### config.mk
export PLATFORM = sky130hd
export DESIGN_NAME = oam_dma_controller
export DESIGN_NICKNAME = d
export VERILOG_FILES = /design/src/rtl/gb_pkg.sv /design/src/rtl/oam_dma_controller.sv
export SDC_FILE = /design/constraint.sdc
export NUM_CORES = 1
export LEC_CHECK = 0
export BUFFER_PORTS_ARGS = -buffer_cell sky130_fd_sc_hd__buf_4
export CAP_MARGIN = 20
export CORE_MARGIN = 2
export CORE_UTILIZATION = 48
export DETAILED_ROUTE_END_ITERATION = 10
export PLACE_DENSITY_LB_ADDON = 0.05
export SLEW_MARGIN = 30
export SYNTH_ARGS = -nofsm -noshare
export SYNTH_HDL_FRONTEND = slang
export SYNTH_SLANG_ARGS = --single-unit
### constraint.sdc
create_clock -name clock -period 2.8 [get_ports clock]
set_input_delay 0.42 -clock clock [delete_from_list [all_inputs] [get_ports clock]]
set_output_delay 0.42 -clock clock [all_outputs]
set_load 0.005 [all_outputs]
### src/rtl/gb_pkg.sv
// Shared Game Boy bus definitions: DMA state encoding, fixed addresses and echo-RAM source mapping.
package gb_pkg;

    typedef enum logic [1:0] {
        IDLE,
        SETUP,
        READ,
        WRITE
    } dma_state_t;

    localparam logic [15:0] ADDR_DMA      = 16'hFF46;
    localparam logic [15:0] ADDR_OAM_BASE = 16'hFE00;
    localparam logic [15:0] ADDR_HRAM_LO  = 16'hFF80;
    localparam logic [15:0] ADDR_HRAM_HI  = 16'hFFFE;
    localparam int          OAM_LEN       = 160;

    // Pages E0..FF alias work RAM at C0..DF.
    function automatic logic [7:0] map_src(input logic [7:0] s);
        return (s >= 8'hE0) ? (s - 8'h20) : s;
    endfunction

endpackage

### src/rtl/oam_dma_controller.sv
// OAM DMA engine and CPU/DMA bus arbiter between the CPU and memory_controller.
// One byte per READ/WRITE pair; HRAM-window CPU cycles pre-empt the DMA, other CPU traffic is blocked while busy.
module oam_dma_controller
    import gb_pkg::*;
#(
    parameter logic [15:0] REG_ADDR = ADDR_DMA,
    parameter logic [15:0] OAM_BASE = ADDR_OAM_BASE,
    parameter int          LENGTH   = OAM_LEN,
    parameter logic [15:0] HRAM_LO  = ADDR_HRAM_LO,
    parameter logic [15:0] HRAM_HI  = ADDR_HRAM_HI
) (
    input  logic        clock,
    input  logic        reset_n,
    input  logic [15:0] A_cpu,
    input  logic [7:0]  Do_cpu,
    output logic [7:0]  Di_cpu,
    input  logic        rd_cpu_n,
    input  logic        wr_cpu_n,
    output logic [15:0] A,
    output logic [7:0]  Do,
    input  logic [7:0]  Di,
    output logic        rd_n,
    output logic        wr_n,
    output logic        busy
);

    localparam logic [7:0] LAST_IDX = 8'(LENGTH - 1);

    dma_state_t state_q, state_d;
    logic [7:0] src_q, src_d;
    logic [7:0] idx_q, idx_d;
    logic [7:0] data_q, data_d;
    logic       wr_prev_q;

    logic reg_hit, hram_hit, cpu_owns, reg_wr_start;

    assign reg_hit      = (A_cpu == REG_ADDR);
    assign hram_hit     = (A_cpu >= HRAM_LO) && (A_cpu <= HRAM_HI);
    assign cpu_owns     = (!rd_cpu_n || !wr_cpu_n) && hram_hit;
    // Edge-detect the write strobe so a multi-cycle CPU write starts only one transfer.
    assign reg_wr_start = !wr_cpu_n && wr_prev_q && reg_hit;
    assign busy         = (state_q != IDLE);

    always_ff @(posedge clock) begin
        if (!reset_n) begin
            state_q   <= IDLE;
            src_q     <= 8'h00;
            idx_q     <= 8'h00;
            data_q    <= 8'h00;
            wr_prev_q <= 1'b1;
        end else begin
            state_q   <= state_d;
            src_q     <= src_d;
            idx_q     <= idx_d;
            data_q    <= data_d;
            wr_prev_q <= wr_cpu_n;
        end
    end

    always_comb begin
        state_d = state_q;
        src_d   = src_q;
        idx_d   = idx_q;
        data_d  = data_q;
        if (reg_wr_start) begin
            src_d   = Do_cpu;
            idx_d   = 8'h00;
            state_d = SETUP;
        end else if (!cpu_owns) begin
            case (state_q)
                SETUP: state_d = READ;
                READ: begin
                    data_d  = Di;
                    state_d = WRITE;
                end
                WRITE: begin
                    idx_d   = idx_q + 8'd1;
                    state_d = (idx_q == LAST_IDX) ? IDLE : READ;
                end
                default: state_d = state_q;
            endcase
        end
    end

    always_comb begin
        A      = A_cpu;
        Do     = Do_cpu;
        rd_n   = 1'b1;
        wr_n   = 1'b1;
        Di_cpu = Di;
        if (reg_hit) begin
            Di_cpu = src_q;
        end else if (state_q == IDLE || cpu_owns) begin
            rd_n = rd_cpu_n;
            wr_n = wr_cpu_n;
        end else begin
            // Blocked CPU reads see an open bus; blocked writes simply vanish.
            Di_cpu = 8'hFF;
            if (state_q == READ) begin
                A    = {map_src(src_q), idx_q};
                rd_n = 1'b0;
            end else if (state_q == WRITE) begin
                A    = OAM_BASE + {8'h00, idx_q};
                Do   = data_q;
                wr_n = 1'b0;
            end
        end
    end

endmodule

# Yosys cells after proc, flatten, opt, wreduce, memory -nomap -nowiden
# Cells that the tools add are included.
# op_classes
n_addsub	3
magnitude_cmp	3
eq_ne	6
muxes	22
n_bitwise	3
reduce_logical	17
# ops
op	count
$mux W16	4
$mux W8	7
$eq A16 B16 Y1 const B	1
$ge A16 B16 Y1 const B	1
$le A16 B16 Y1 const B	1
$add A10 B9 Y11 const A	1
$mux W1	9
$add A8 B1 Y8 const B	1
$eq A8 B8 Y1 const B	1
$ge A8 B8 Y1 const B	1
$sub A8 B6 Y8 const B	1
$pmux W2 S3	1
$reduce_and A2 Y1	3
$eq A2 B2 Y1 const B	2
$logic_and A1 B1 Y1	4
$reduce_bool A4 Y1	1
$not A1 Y1	3
$reduce_and A3 Y1	1
$reduce_bool A3 Y1	1
$eq A2 B1 Y1 const B	1
$logic_not A1 Y1	2
$logic_not A2 Y1	1
$logic_or A1 B1 Y1	2
$mux W2	1
other kinds (3)	3
# word_totals
register_bits	27
inputBits	36
out_inout_bits	35
elab_cells	60

# Logic depth before layout (Yosys ltp)
# logic_depth
ltp_word	6
mapped_depth	7
mapped_depth_nobuf	5

# Least setup slack after synthesis
# No wires, ideal clock.
# synth_path
kind	input port to output port
from	input port A_cpu[3]
to	output port A[4]
t_arrival_ps	2108
required_ps	2380
slack_ps	272
cell_stages	5
n_path_buf	1
cell_sequence	or4_4 > or4_4 > o211ai_2 > buf_6 > mux2_2
# synth_between
elab_chain_len	6
elab_cells_between_ends	8
classes_between	order compare (2); eq/ne (1); mux (2); reduce/logical (3)
# synth_lines
element	line	source
start: declaration	oam_dma_controller.sv:14	input logic [15:0] A_cpu,
$ge A16 B16 Y1 / $le A16 B16 Y1 (equally long branches)	oam_dma_controller.sv:38	assign hram_hit = (A_cpu >= HRAM_LO) && (A_cpu <= HRAM_HI);
$logic_and A1 B1 Y1	oam_dma_controller.sv:38	
$logic_and A1 B1 Y1	oam_dma_controller.sv:39	assign cpu_owns = (!rd_cpu_n || !wr_cpu_n) && hram_hit;
$logic_or A1 B1 Y1	oam_dma_controller.sv:93	end else if (state_q == IDLE || cpu_owns) begin
$mux W16	oam_dma_controller.sv:93	
$mux W16 *	oam_dma_controller.sv:91	if (reg_hit) begin
end: declaration	oam_dma_controller.sv:19	output logic [15:0] A,
# Every way passes the cells marked *; elsewhere a longest branch is shown, timed or not.

# Worst setup path in the final report
# layout_path
from	input port A_cpu[3]
to	output port A[3]
# Same word-level chain as after synthesis.

==> run_results.csv <==
group,metric,value,unit
final_layout,diodes,0,
synth,yosys-top-cells-count,"42 x nand2_1, 27 x dfxtp_1, 24 x o21ai_0",
status,status,"finished, final reports clean",
floorplanning,ios,71,
power,internal_power,520.2,uW
synth,synth-edff-count,0,
setup_path,critPathCaptureType,"output port",
route,ant_nets,0,
synth,netlist_area,1704,um^2
setup_path,worstPathCellList,"buf_4 -> or4_4 -> or4_4 -> o211ai_4 -> mux2_2 -> buf_4",
synth,yosysTopAreaCellShare,31.72,%
global_route,overflow,0,
global_route,antenna_found_initial,0,
hold_path,min_path_cells,2,
synth,synth_area_leaders,"dfxtp_1 32%, mux2i_1 11%, mux2_2 9.3%",
floorplanning,die_h,63.59,um
route,drt_iter0_markers,102,
synth,ys.flop_type,"dfxtp_1",
setup_path,rr_worst_depth,3,
placement,dp_slack,-0.01413,ns
route,vias,1722,
synth,synth_most_common_cell,"nand2_1",
route,drc,0,
synth,yosys.area.top_type,"dfxtp_1",
setup_path,critPathKind,"input port to output port",
final_layout,nFillCells,305,
setup_path,slowest_stage,"or4_4",
clock_tree,max-clock-path-buffers,2,
sta,slew_headroom,61.73,%
route,viasPerCell,5.250,
power,switching_share,24.87,%
sta,skew,0.01212,ns
setup_path,worstPathArrival,2.31,ns
sta,tightest_slew,0.5733,ns
placement,port_buffers,70,
route,firstDrtPassIters,4,
final_layout,syn_to_final_growth,38.62,%
power,leakage,0.001067,uW
placement,post_dp_cell_area,2320,um^2
route,drt-total-wl,4.487,mm
power,p_comb_share,18.6,%
setup_path,cpPeakStageDelay,0.55,ns
floorplanning,initial_core_util,50.67,%
synth,ys_seq_area_share,31.72,%
synth,ys_warn_count,0,
global_route,grt_max_degree,28,
power,power,692.3,uW
sta,period_needed,2.730,ns
synth,syn-instance-count,208,
clock_tree,clk_pin_slew,0.15,ns
sta,setup_viol,0,
power,power_density,293.1,nW/um^2
power,clock_power_share,25.7,%
sta,max_freq,366.3,MHz
synth,synth_nets,246,
sta,slew_viol_final,0,
placement,dp_hpwl,3.501,mm
floorplanning,row_count,21,
synth,yosys_register_bits,27,
sta,final_hold_viol_count,0,
clock_tree,clk_latency,0.33,ns
final_layout,finalNetCount,321,
sta,fin_ws,0.07014,ns
setup_path,cp-start-kind,"input port",
hold_path,hold_path_class,"input port to flop",
final_layout,final_cell_area,2362,um^2
synth,async_reset_ff_share,0,%
global_route,grtUsageTotal,23.20,%
sta,period_share,97.50,%
clock_tree,h-tree-depth,1,
synth,synth_area_per_cell,8.193,um^2
power,power_switching,172.2,uW
setup_path,crit_required,2.38,ns
synth,ys_types,35,
clock_tree,cts_buffers,3,
global_route,grt_pass1_wl,7.590,mm
run,drv_cap,0,
floorplanning,die_w,63.59,um
clock_tree,root_buffer,"clkbuf_4",
power,seq_power_share,55.7,%
placement,gp_congestion,0.8074,
floorplanning,die_area,4043,um^2
sta,finalSetupTns,0,ns
setup_path,crit_fanout,9,
floorplanning,core_area,3363,um^2
power,max-vdd-ir-drop,0.2009,mV
sta,rsz0062_at_grt,"no",
global_route,grt_pass1_vias,1605,
clock_tree,cts_tree,"built",
final_layout,drive_above_1_share,37.94,%
clock_tree,cts_num_sinks,27,
route,wl_per_cell,13.68,um
==> kinds of logic after synthesis <==
logic type	Yosys count	synth area share, %
fa+ha+maj	2	1.468
buf+inv	15	4.038
compound gates	39	13.95
xor+xnor	5	2.570
flops	27	31.72
simple gates	86	25.11
mux	34	21.15
==> state kept, by name, indices dropped and copies added (netlist names) <==
signal and flops:
src_q 8, data_q 8, wr_prev_q 1, state_q 2, idx_q 8
==> worst paths after layout <==
check	start	to	slack, ns
hold / removal	wr_cpu_n	wr_prev_q$_SDFF_PN1_	0.31
hold reg to reg	data_q[1]$_SDFFE_PN0P_	data_q[1]$_SDFFE_PN0P_	0.47
setup reg to reg	state_q[0]$_SDFFE_PN0P_	idx_q[7]$_SDFFE_PP0P_	1.14
setup / recovery	A_cpu[3]	A[3]	0.07
==> power groups by stage <==
stage | registers [uW] | clock network, uW | logic, uW
after floorplan | 394 | 0 | 41.1
after global placement | 394 | 0 | 129
after detailed placement | 394 | 0 | 129
after CTS | 385 | 182 | 130
after global routing | 386 | 200 | 141
final | 385 | 178 | 129
==> per-stage QoR <==
stage          hold WS, ns  util, %  cells
2_1_floorplan       0.4313        -    208
3_3_place_gp        0.4419    68.97    324
3_5_place_dp        0.4488    68.97    324
4_1_cts             0.3044    69.98    328
5_1_grt             0.2964    70.24    328
6_report            0.3111    70.24    328
==> critical path: cells and delay by family <==
family,cells,cell delay (ns)
buf+inv,2,0.26
simple gates,2,1.07
mux,1,0.38
compound gates,1,0.18
==> placed cells by master (no fill, tap or decap), drive strengths merged, types with 2 or more instances in the layout <==
master   instances
or4              2
or3              2
o21ai           24
and3             2
o21a             2
nand2           42
inv              3
o2111ai          3
dfxtp           27
mux2            16
a21oi            5
nand4            3
ha               2
nand3            5
nor2            13
o211ai           3
nand2b           2
nor2b            8
clkbuf           3
buf             82
mux2i           18
xor2             5
==> layout make-up <==
cell class,count,area (um^2),share of cell area (%)
Inverter,3,11.26,0.4767
Timing Repair Buffer,82,619.3,26.22
Multi-Input combinational cell,166,1104,46.72
Clock buffer,3,22.52,0.9534
Sequential cell,27,540.5,22.88
Clock inverter,1,7.507,0.3178
Tap cell,46,57.56,2.436
==> per-layer routing <==
| metal | up-vias | part of all wire (%) | GRT usage (%) | routed length, um |
|---|---|---|---|---|
| met5 | - | 0 | 0 | 0 |
| met4 | 0 | 0.49 | 5.435 | 22 |
| met2 | 59 | 46 | 37.11 | 2045 |
| met3 | 2 | 6.1 | 3.750 | 274 |
| li1 | 878 | - | - | - |
| met1 | 783 | 48 | 32.63 | 2144 |
==> repair_timing <==
action,in CTS,in global routing
hold buffers,0,0
setup endpoints to repair,1,15
hold endpoints to repair,0,0
pin swaps,0,0
setup buffers,0,0
gates resized for setup,1,1
No activity file was read; power rests on OpenSTA's default activity.
